$ cat config.mk
export PLATFORM = sky130hd
export DESIGN_NAME = ccd_frame_capture
export DESIGN_NICKNAME = d
export VERILOG_FILES = /design/src/rtl/ccd_capture_pkg.sv /design/src/rtl/ccd_frame_capture.sv
export SDC_FILE = /design/constraint.sdc
export NUM_CORES = 1
export LEC_CHECK = 0
export CORE_MARGIN = 4
export CORE_UTILIZATION = 52
export CTS_CLUSTER_SIZE = 40
export DETAILED_ROUTE_END_ITERATION = 8
export PLACE_DENSITY = 0.85
export SYNTH_ARGS = -nofsm -noshare
export SYNTH_HDL_FRONTEND = slang
export SYNTH_SLANG_ARGS = --single-unit
$ cat constraint.sdc
create_clock -name iCLK -period 2.5 [get_ports iCLK]
set_input_delay 0.5 -clock iCLK [delete_from_list [all_inputs] [get_ports iCLK]]
set_output_delay 0.5 -clock iCLK [all_outputs]
set_load 0.05 [all_outputs]
$ cat src/rtl/ccd_capture_pkg.sv
// Shared definitions for the CCD frame capture front end: state encoding and
// default stream widths.
package ccd_capture_pkg;

  typedef enum logic [1:0] {
    IDLE     = 2'd0,
    WAIT_SOF = 2'd1,
    FRAME    = 2'd2
  } state_t;

  localparam int CCD_DATA_W   = 12;
  localparam int CCD_X_W      = 11;
  localparam int CCD_Y_W      = 11;
  localparam int CCD_H_ACTIVE = 1280;
  localparam int CCD_FC_W     = 32;

endpackage

$ cat src/rtl/ccd_frame_capture.sv
// Converts the raw frame/line-valid sensor stream into a coordinate-tagged
// pixel stream, capturing only whole frames between host start/stop requests.
module ccd_frame_capture
  import ccd_capture_pkg::*;
#(
  parameter int DATA_W   = CCD_DATA_W,
  parameter int X_W      = CCD_X_W,
  parameter int Y_W      = CCD_Y_W,
  parameter int H_ACTIVE = CCD_H_ACTIVE,
  parameter int FC_W     = CCD_FC_W
) (
  input  logic              iCLK,
  input  logic              iRST,
  input  logic [DATA_W-1:0] iDATA,
  input  logic              iFVAL,
  input  logic              iLVAL,
  input  logic              iSTART,
  input  logic              iEND,
  output logic [DATA_W-1:0] oDATA,
  output logic              oDVAL,
  output logic [X_W-1:0]    oX_Cont,
  output logic [Y_W-1:0]    oY_Cont,
  output logic [FC_W-1:0]   oFrame_Cont,
  output logic              oFrame_Done,
  output logic              oBusy
);

  localparam logic [X_W-1:0] X_LAST = X_W'(H_ACTIVE - 1);
  localparam logic [Y_W-1:0] Y_MAX  = {Y_W{1'b1}};

  // Row advance that saturates at the top of the counter range.
  function automatic logic [Y_W-1:0] y_step(input logic [Y_W-1:0] y);
    if (y == Y_MAX) begin
      return y;
    end else begin
      return y + Y_W'(1);
    end
  endfunction

  logic [DATA_W-1:0] data_q_r;
  logic              fval_q_r;
  logic              lval_q_r;
  logic              fval_qq_r;
  logic              lval_qq_r;

  state_t            state_r;
  state_t            state_nxt_s;
  logic              seen_low_r;
  logic              seen_low_nxt_s;
  logic              stop_req_r;
  logic              stop_req_nxt_s;
  logic [X_W-1:0]    x_cnt_r;
  logic [X_W-1:0]    x_nxt_s;
  logic [Y_W-1:0]    y_cnt_r;
  logic [Y_W-1:0]    y_nxt_s;
  logic              frame_end_s;

  logic [DATA_W-1:0] data_o_r;
  logic              dval_o_r;
  logic [X_W-1:0]    x_o_r;
  logic [Y_W-1:0]    y_o_r;
  logic [FC_W-1:0]   frame_cnt_r;
  logic              frame_done_r;
  logic              busy_r;

  logic sof_s;
  logic eof_s;
  logic pix_s;
  logic pix_out_s;

  assign sof_s     = fval_q_r & ~fval_qq_r;
  assign eof_s     = ~fval_q_r & fval_qq_r;
  assign pix_s     = fval_q_r & lval_q_r;
  assign pix_out_s = (state_r == FRAME) & pix_s;

  // Input stage: sensor sample plus one extra tap of the valids for edge detection.
  always_ff @(posedge iCLK) begin
    if (!iRST) begin
      data_q_r  <= {DATA_W{1'b0}};
      fval_q_r  <= 1'b0;
      lval_q_r  <= 1'b0;
      fval_qq_r <= 1'b0;
      lval_qq_r <= 1'b0;
    end else begin
      data_q_r  <= iDATA;
      fval_q_r  <= iFVAL;
      lval_q_r  <= iLVAL;
      fval_qq_r <= fval_q_r;
      lval_qq_r <= lval_q_r;
    end
  end

  // Control state, arming flags and pixel coordinate counters.
  always_ff @(posedge iCLK) begin
    if (!iRST) begin
      state_r    <= IDLE;
      seen_low_r <= 1'b0;
      stop_req_r <= 1'b0;
      x_cnt_r    <= {X_W{1'b0}};
      y_cnt_r    <= {Y_W{1'b0}};
    end else begin
      state_r    <= state_nxt_s;
      seen_low_r <= seen_low_nxt_s;
      stop_req_r <= stop_req_nxt_s;
      x_cnt_r    <= x_nxt_s;
      y_cnt_r    <= y_nxt_s;
    end
  end

  // Next-state logic; seen_low guarantees a frame is only entered from a true low->high FVAL edge.
  always_comb begin
    state_nxt_s    = state_r;
    seen_low_nxt_s = seen_low_r;
    stop_req_nxt_s = stop_req_r;
    x_nxt_s        = x_cnt_r;
    y_nxt_s        = y_cnt_r;
    frame_end_s    = 1'b0;
    case (state_r)
      IDLE: begin
        stop_req_nxt_s = 1'b0;
        if (iSTART & ~iEND) begin
          state_nxt_s    = WAIT_SOF;
          seen_low_nxt_s = 1'b0;
        end else begin
          state_nxt_s = IDLE;
        end
      end
      WAIT_SOF: begin
        stop_req_nxt_s = 1'b0;
        if (iEND) begin
          state_nxt_s = IDLE;
        end else if (sof_s & seen_low_r) begin
          state_nxt_s = FRAME;
          x_nxt_s     = {X_W{1'b0}};
          y_nxt_s     = {Y_W{1'b0}};
        end else if (!fval_q_r) begin
          seen_low_nxt_s = 1'b1;
        end else begin
          seen_low_nxt_s = seen_low_r;
        end
      end
      FRAME: begin
        if (eof_s) begin
          frame_end_s    = 1'b1;
          stop_req_nxt_s = 1'b0;
          if (stop_req_r | iEND) begin
            state_nxt_s = IDLE;
          end else begin
            state_nxt_s    = WAIT_SOF;
            seen_low_nxt_s = 1'b1;
          end
        end else if (iEND) begin
          stop_req_nxt_s = 1'b1;
        end else begin
          stop_req_nxt_s = stop_req_r;
        end
        // A line that ends before H_ACTIVE pixels still advances the row.
        if (pix_s) begin
          if (x_cnt_r == X_LAST) begin
            x_nxt_s = {X_W{1'b0}};
            y_nxt_s = y_step(y_cnt_r);
          end else begin
            x_nxt_s = x_cnt_r + X_W'(1);
          end
        end else if (~lval_q_r & lval_qq_r & (x_cnt_r != {X_W{1'b0}})) begin
          x_nxt_s = {X_W{1'b0}};
          y_nxt_s = y_step(y_cnt_r);
        end else begin
          x_nxt_s = x_cnt_r;
        end
      end
      default: begin
        state_nxt_s = IDLE;
      end
    endcase
  end

  // Output stage: pixel, its coordinates, frame accounting and busy flag.
  always_ff @(posedge iCLK) begin
    if (!iRST) begin
      data_o_r     <= {DATA_W{1'b0}};
      dval_o_r     <= 1'b0;
      x_o_r        <= {X_W{1'b0}};
      y_o_r        <= {Y_W{1'b0}};
      frame_cnt_r  <= {FC_W{1'b0}};
      frame_done_r <= 1'b0;
      busy_r       <= 1'b0;
    end else begin
      data_o_r     <= data_q_r;
      dval_o_r     <= pix_out_s;
      frame_done_r <= frame_end_s;
      busy_r       <= (state_r != IDLE);
      if (pix_out_s) begin
        x_o_r <= x_cnt_r;
        y_o_r <= y_cnt_r;
      end
      if (frame_end_s) begin
        frame_cnt_r <= frame_cnt_r + FC_W'(1);
      end
    end
  end

  assign oDATA       = data_o_r;
  assign oDVAL       = dval_o_r;
  assign oX_Cont     = x_o_r;
  assign oY_Cont     = y_o_r;
  assign oFrame_Cont = frame_cnt_r;
  assign oFrame_Done = frame_done_r;
  assign oBusy       = busy_r;

endmodule

After elaboration in Yosys (flattened, before gate mapping) --
Index checks and enable logic that the tools add are counted. Widths: inputs -> output; s select.
Word-level totals: register bits after elaboration 111, output and inout bits 69, word-level logic and storage cells 89
Operators by class: add/subtract/negate cells 3, eq/ne operators 15, multiplexer cells 29, bitwise operators 13, reductions and logical operators 12
Operators with widths (count):
- $mux 11 | 9
- $pmux 11 s2 | 2
- $add 32x1->32 const B | 1
- $add 11x1->11 const B | 2
- $eq 11x11->1 const B | 2
- $ne 2x2->1 const B | 7
- $mux 1 | 12
- $reduce_bool 11->1 | 1
- $and 1x1->1 | 8
- $reduce_and 7->1 | 1
- $mux 2 | 3
- $ne 3x2->1 const B | 2
- $ne 3x3->1 const B | 2
- $pmux 2 s3 | 1
- $reduce_bool 2->1 | 3
- $reduce_and 5->1 | 1
- $not 1->1 | 4
- $reduce_and 2->1 | 2
- $reduce_and 4->1 | 1
- $pmux 1 s3 | 1
- $reduce_bool 3->1 | 1
- $eq 2x1->1 const B | 1
- $eq 2x2->1 const B | 1
- $logic_not 2->1 | 1
- 3 further kinds | 3

Logic depth before layout (Yosys ltp) --
word-level depth 6, gate-level depth with buffers 10

Least setup slack after synthesis --
No wires, ideal clock.
path type register to register, from reg frame_cnt_r[11], in the netlist oFrame_Cont[11], to reg frame_cnt_r[21], in the netlist oFrame_Cont[21], library setup time 70 ps, arrival 2244 ps, required time 2430 ps, path slack 186 ps, stages on the path, launching flop included 7, buffers on the path 1, clock period less this slack 2314 ps, path through dfxtp_1 and4_1 nand4_1 or4_4 buf_6 or3_1 a21oi_1
On the way: longest elaborated chain between the ends 1
RTL lines:
- start: declaration | line ccd_frame_capture.sv:62 | logic [FC_W-1:0] frame_cnt_r;
- start signal: assignment | line ccd_frame_capture.sv:185 | frame_cnt_r <= {FC_W{1'b0}};
- start signal: assignment | line ccd_frame_capture.sv:198 | frame_cnt_r <= frame_cnt_r + FC_W'(1);
- $add 32x1->32 | line ccd_frame_capture.sv:198
No other way between the ends. A chain may end at the register's enable or synchronous reset.

Worst setup path after layout --
from reg state_r[0], to reg x_cnt_r[4]
On the way: longest elaborated chain between the ends 3, elaborated cells on any way between the ends 8, those cells by class eq/ne: 5; mux: 1; reduce/logical: 2
RTL lines:
- start: declaration | line ccd_frame_capture.sv:46 | state_t state_r;
- start signal: assignment | line ccd_frame_capture.sv:102 | state_r <= state_nxt_s;
- $eq 2x2->1 / $eq 2x1->1 (equally long branches) | line ccd_frame_capture.sv:118 | case (state_r)
- $ne 3x2->1 (no source line) (tied with other cells)
- $reduce_and 4->1 (no source line)
- end signal: assignment | line ccd_frame_capture.sv:99 | x_cnt_r <= {X_W{1'b0}};
- end signal: assignment | line ccd_frame_capture.sv:105 | x_cnt_r <= x_nxt_s;
- end: declaration | line ccd_frame_capture.sv:52 | logic [X_W-1:0] x_cnt_r;
Parallel ways exist; a longest one is shown, timed or not.

==> flow_metrics.tcl <==
set metrics [dict create \
    cpPeakStageDelay_ps 520 \
    irDropWorstVdd_uv 325 \
    diodes 0 \
    clockRootBuffer "clkbuf_8" \
    ctsHoldBuffers 0 \
    initial_core_util 0.536 \
    nets 650 \
    coreArea_um2 8720 \
    period_share 0.962 \
    yosysMostFrequentCell "dfxtp_1" \
    startpoint_type "flop" \
    syn_nets 566 \
    grt_pass1_vias 3877 \
    ys_ff_latch 111 \
    die_w_um 103 \
    synth_edf_count 0 \
    yosys-top-cells-area "dfxtp_1 48%, nand2_1 7.0%, a21oi_1 4.6%, and2_1 4.1%, nor2_1 2.7%" \
    io-pin-count 87 \
    rows 34 \
    synthTopCellsByCount "111 x dfxtp_1, 87 x nand2_1, 43 x a21oi_1" \
    gp_congestion 0.827 \
    clk_latency_ps 360 \
    status "finished clean" \
    port_buffers 86 \
    timing.fmax_mhz 416 \
    hold_slack_ps 444 \
    end_kind "flop" \
    utilization 0.673 \
    worst-setup-path-type "reg -> reg" \
    area_growth_pct 25.6 \
    syn_area_um2 4680 \
    worstPathMaxFanout 22 \
    relSlewSlack 0.589 \
    finalWirelength_mm 10.7 \
    avgSynthCellArea_um2 8.66 \
    fp.dieH_um 103 \
    grt_max_degree 58 \
    crit_required_ps 2790 \
    cts.clk_slew.worst_paths_ps 110 \
    worst_ep_arrival_time_ps 2690 \
    place_area_um2 5660 \
    tightestPinTransition_ps 616 \
    overflow 0 \
    via_count 4170 \
    synth_top_area_share 0.475 \
    yosys.area.top_type "dfxtp_1" \
    hold_viol 0 \
    cts_tree "done" \
    min_period_ps 2400 \
    viasPerCell 5.66 \
    synthCells 540 \
    synthFlopType "dfxtp_1" \
    clockBufferDepth 2 \
    htreeDepth 3 \
    maxCapViolations 0 \
    yosys_warnings 0 \
    crit_slowest_cell "or4_1" \
    numCtsBuffers 9 \
    finalPower_mw 3.04 \
    slew_viol_final 0 \
    first_iter_violations 243 \
    grt_pass1_wl_mm 17.9 \
    p_leak_nw 2.02 \
    multi_input_area_um2 2280 \
    ant_nets 0 \
    fin_skew_ps 10.5 \
    clkSinkCount 111 \
    pwr_density_cell_nw_per_um2 517 \
    wire_per_inst_um 14.5 \
    grt_usage 0.208 \
    antenna_found_initial 0 \
    drc 0 \
    seq_area_frac_synth 0.475 \
    firstDrtPassIters 5 \
    drive_above_1_share 0.0700 \
    finalSetupViolCount 0 \
    hold_class "reg -> reg" \
    seqCellArea_um2 2220 \
    rsz0062_at_grt "true" \
    setup-tns-final_ps 0 \
    path_cells "inv_1 -> ha_1 -> buf_4 -> inv_1 -> o32ai_4 -> o21ai_2 -> buf_4 -> or4_1 -> a21oi_1" \
    n_fill_cell 689 \
    dieArea_um2 10600 \
    synth.distinct_cells 57 \
    dp_hpwl_mm 7.48 \
    stdcell_area_um2 5870 \
    async_reset_ff_frac 0 \
]
power by group:
group | total [mW] | internal (mW) | switching, mW
registers | 1.80 | 1.79 | 0.00932
clock network | 1.10 | 0.476 | 0.622
logic | 0.139 | 0.0586 | 0.0802
total | 3.04 | 2.32 | 0.712
cell type report:
type / count / share of cell area
clock buffers: 9 / 0.0211
clock inverters: 7 / 0.0134
inverters: 17 / 0.0109
multi-input cells: 384 / 0.388
flip-flops and latches: 111 / 0.378
well taps: 108 / 0.0230
repair buffers: 101 / 0.165
stage by stage:
stage          std cells  setup WS, ps
2_1_floorplan        540           186
3_3_place_gp         721          80.9
3_5_place_dp         721          11.4
4_1_cts              737           132
5_1_grt              737         -17.4
6_report             737          95.1
final timing paths:
check	from	to	slack (ps)	cells after the start
worst max-delay path	state_r[0]	x_cnt_r[4]	100	9
worst min-delay path	data_q_r[5]	oDATA[5]	440	1
worst max register to register	state_r[0]	x_cnt_r[4]	100	9
worst min register to register	data_q_r[5]	oDATA[5]	440	1
cells by family after synthesis:
kind of cell               count (synthesis)  share of synthesized area
buffers and inverters                     45                     0.0391
adders and majority gates                  8                     0.0214
muxes                                      5                     0.0107
AOI/OAI and AO/OA                         98                      0.136
DFF                                      111                      0.475
and+or+nand+nor                          256                      0.286
xor gates and xnor gates                  17                     0.0318
cell usage in the layout, fill, tap and decap left out, types with 4 or more instances in the layout:
cell type and n:
nand2b_1 5, nor4_1 5, inv_1 16, nand3_1 22, or3_1 11, or4_1 7, mux2i_1 5, nand4_1 10
clkbuf_8 9, and2_1 31, xnor2_1 7, nor2_1 34, o21ai_0 16, a2111oi_0 7, and3_1 12, nand2_1 87
xor2_1 10, dfxtp_1 111, o2bb2ai_1 8, ha_1 8, clkdlybuf4s50_1 85, and4_1 4, a21oi_1 43, buf_4 15
nor3_1 14
sequential cells by signal, summed over array words and instances, names as in the netlist, 2 cells and up:
signal and count:
oX_Cont 11, y_cnt_r 11, oY_Cont 11, oDATA 12, state_r 2, x_cnt_r 11, oFrame_Cont 32, data_q_r 12
critical path, delay by kind of cell (launching register included):
kind / cells / cell delay [ps]
adder cells (fa/ha/maj): 1 / 200
flip-flops: 1 / 360
AO/OA/AOI/OAI: 3 / 470
AND/OR/NAND/NOR: 1 / 520
buffers and inverters: 4 / 780
repair_timing:
action                     4_1_cts  5_1_grt
buffers inserted                 0        0
setup endpoints to repair        0        4
resized for setup                0        1
per-layer routing:
metal  global-route usage  vias up  wire length, um
li1                     -     2049                -
met1                0.263     1975             4750
met2                0.357      130             5170
met3               0.0487       16              625
met4               0.0578        0              155
met5                    0        -                0
Power figures use the tool's default switching activity.
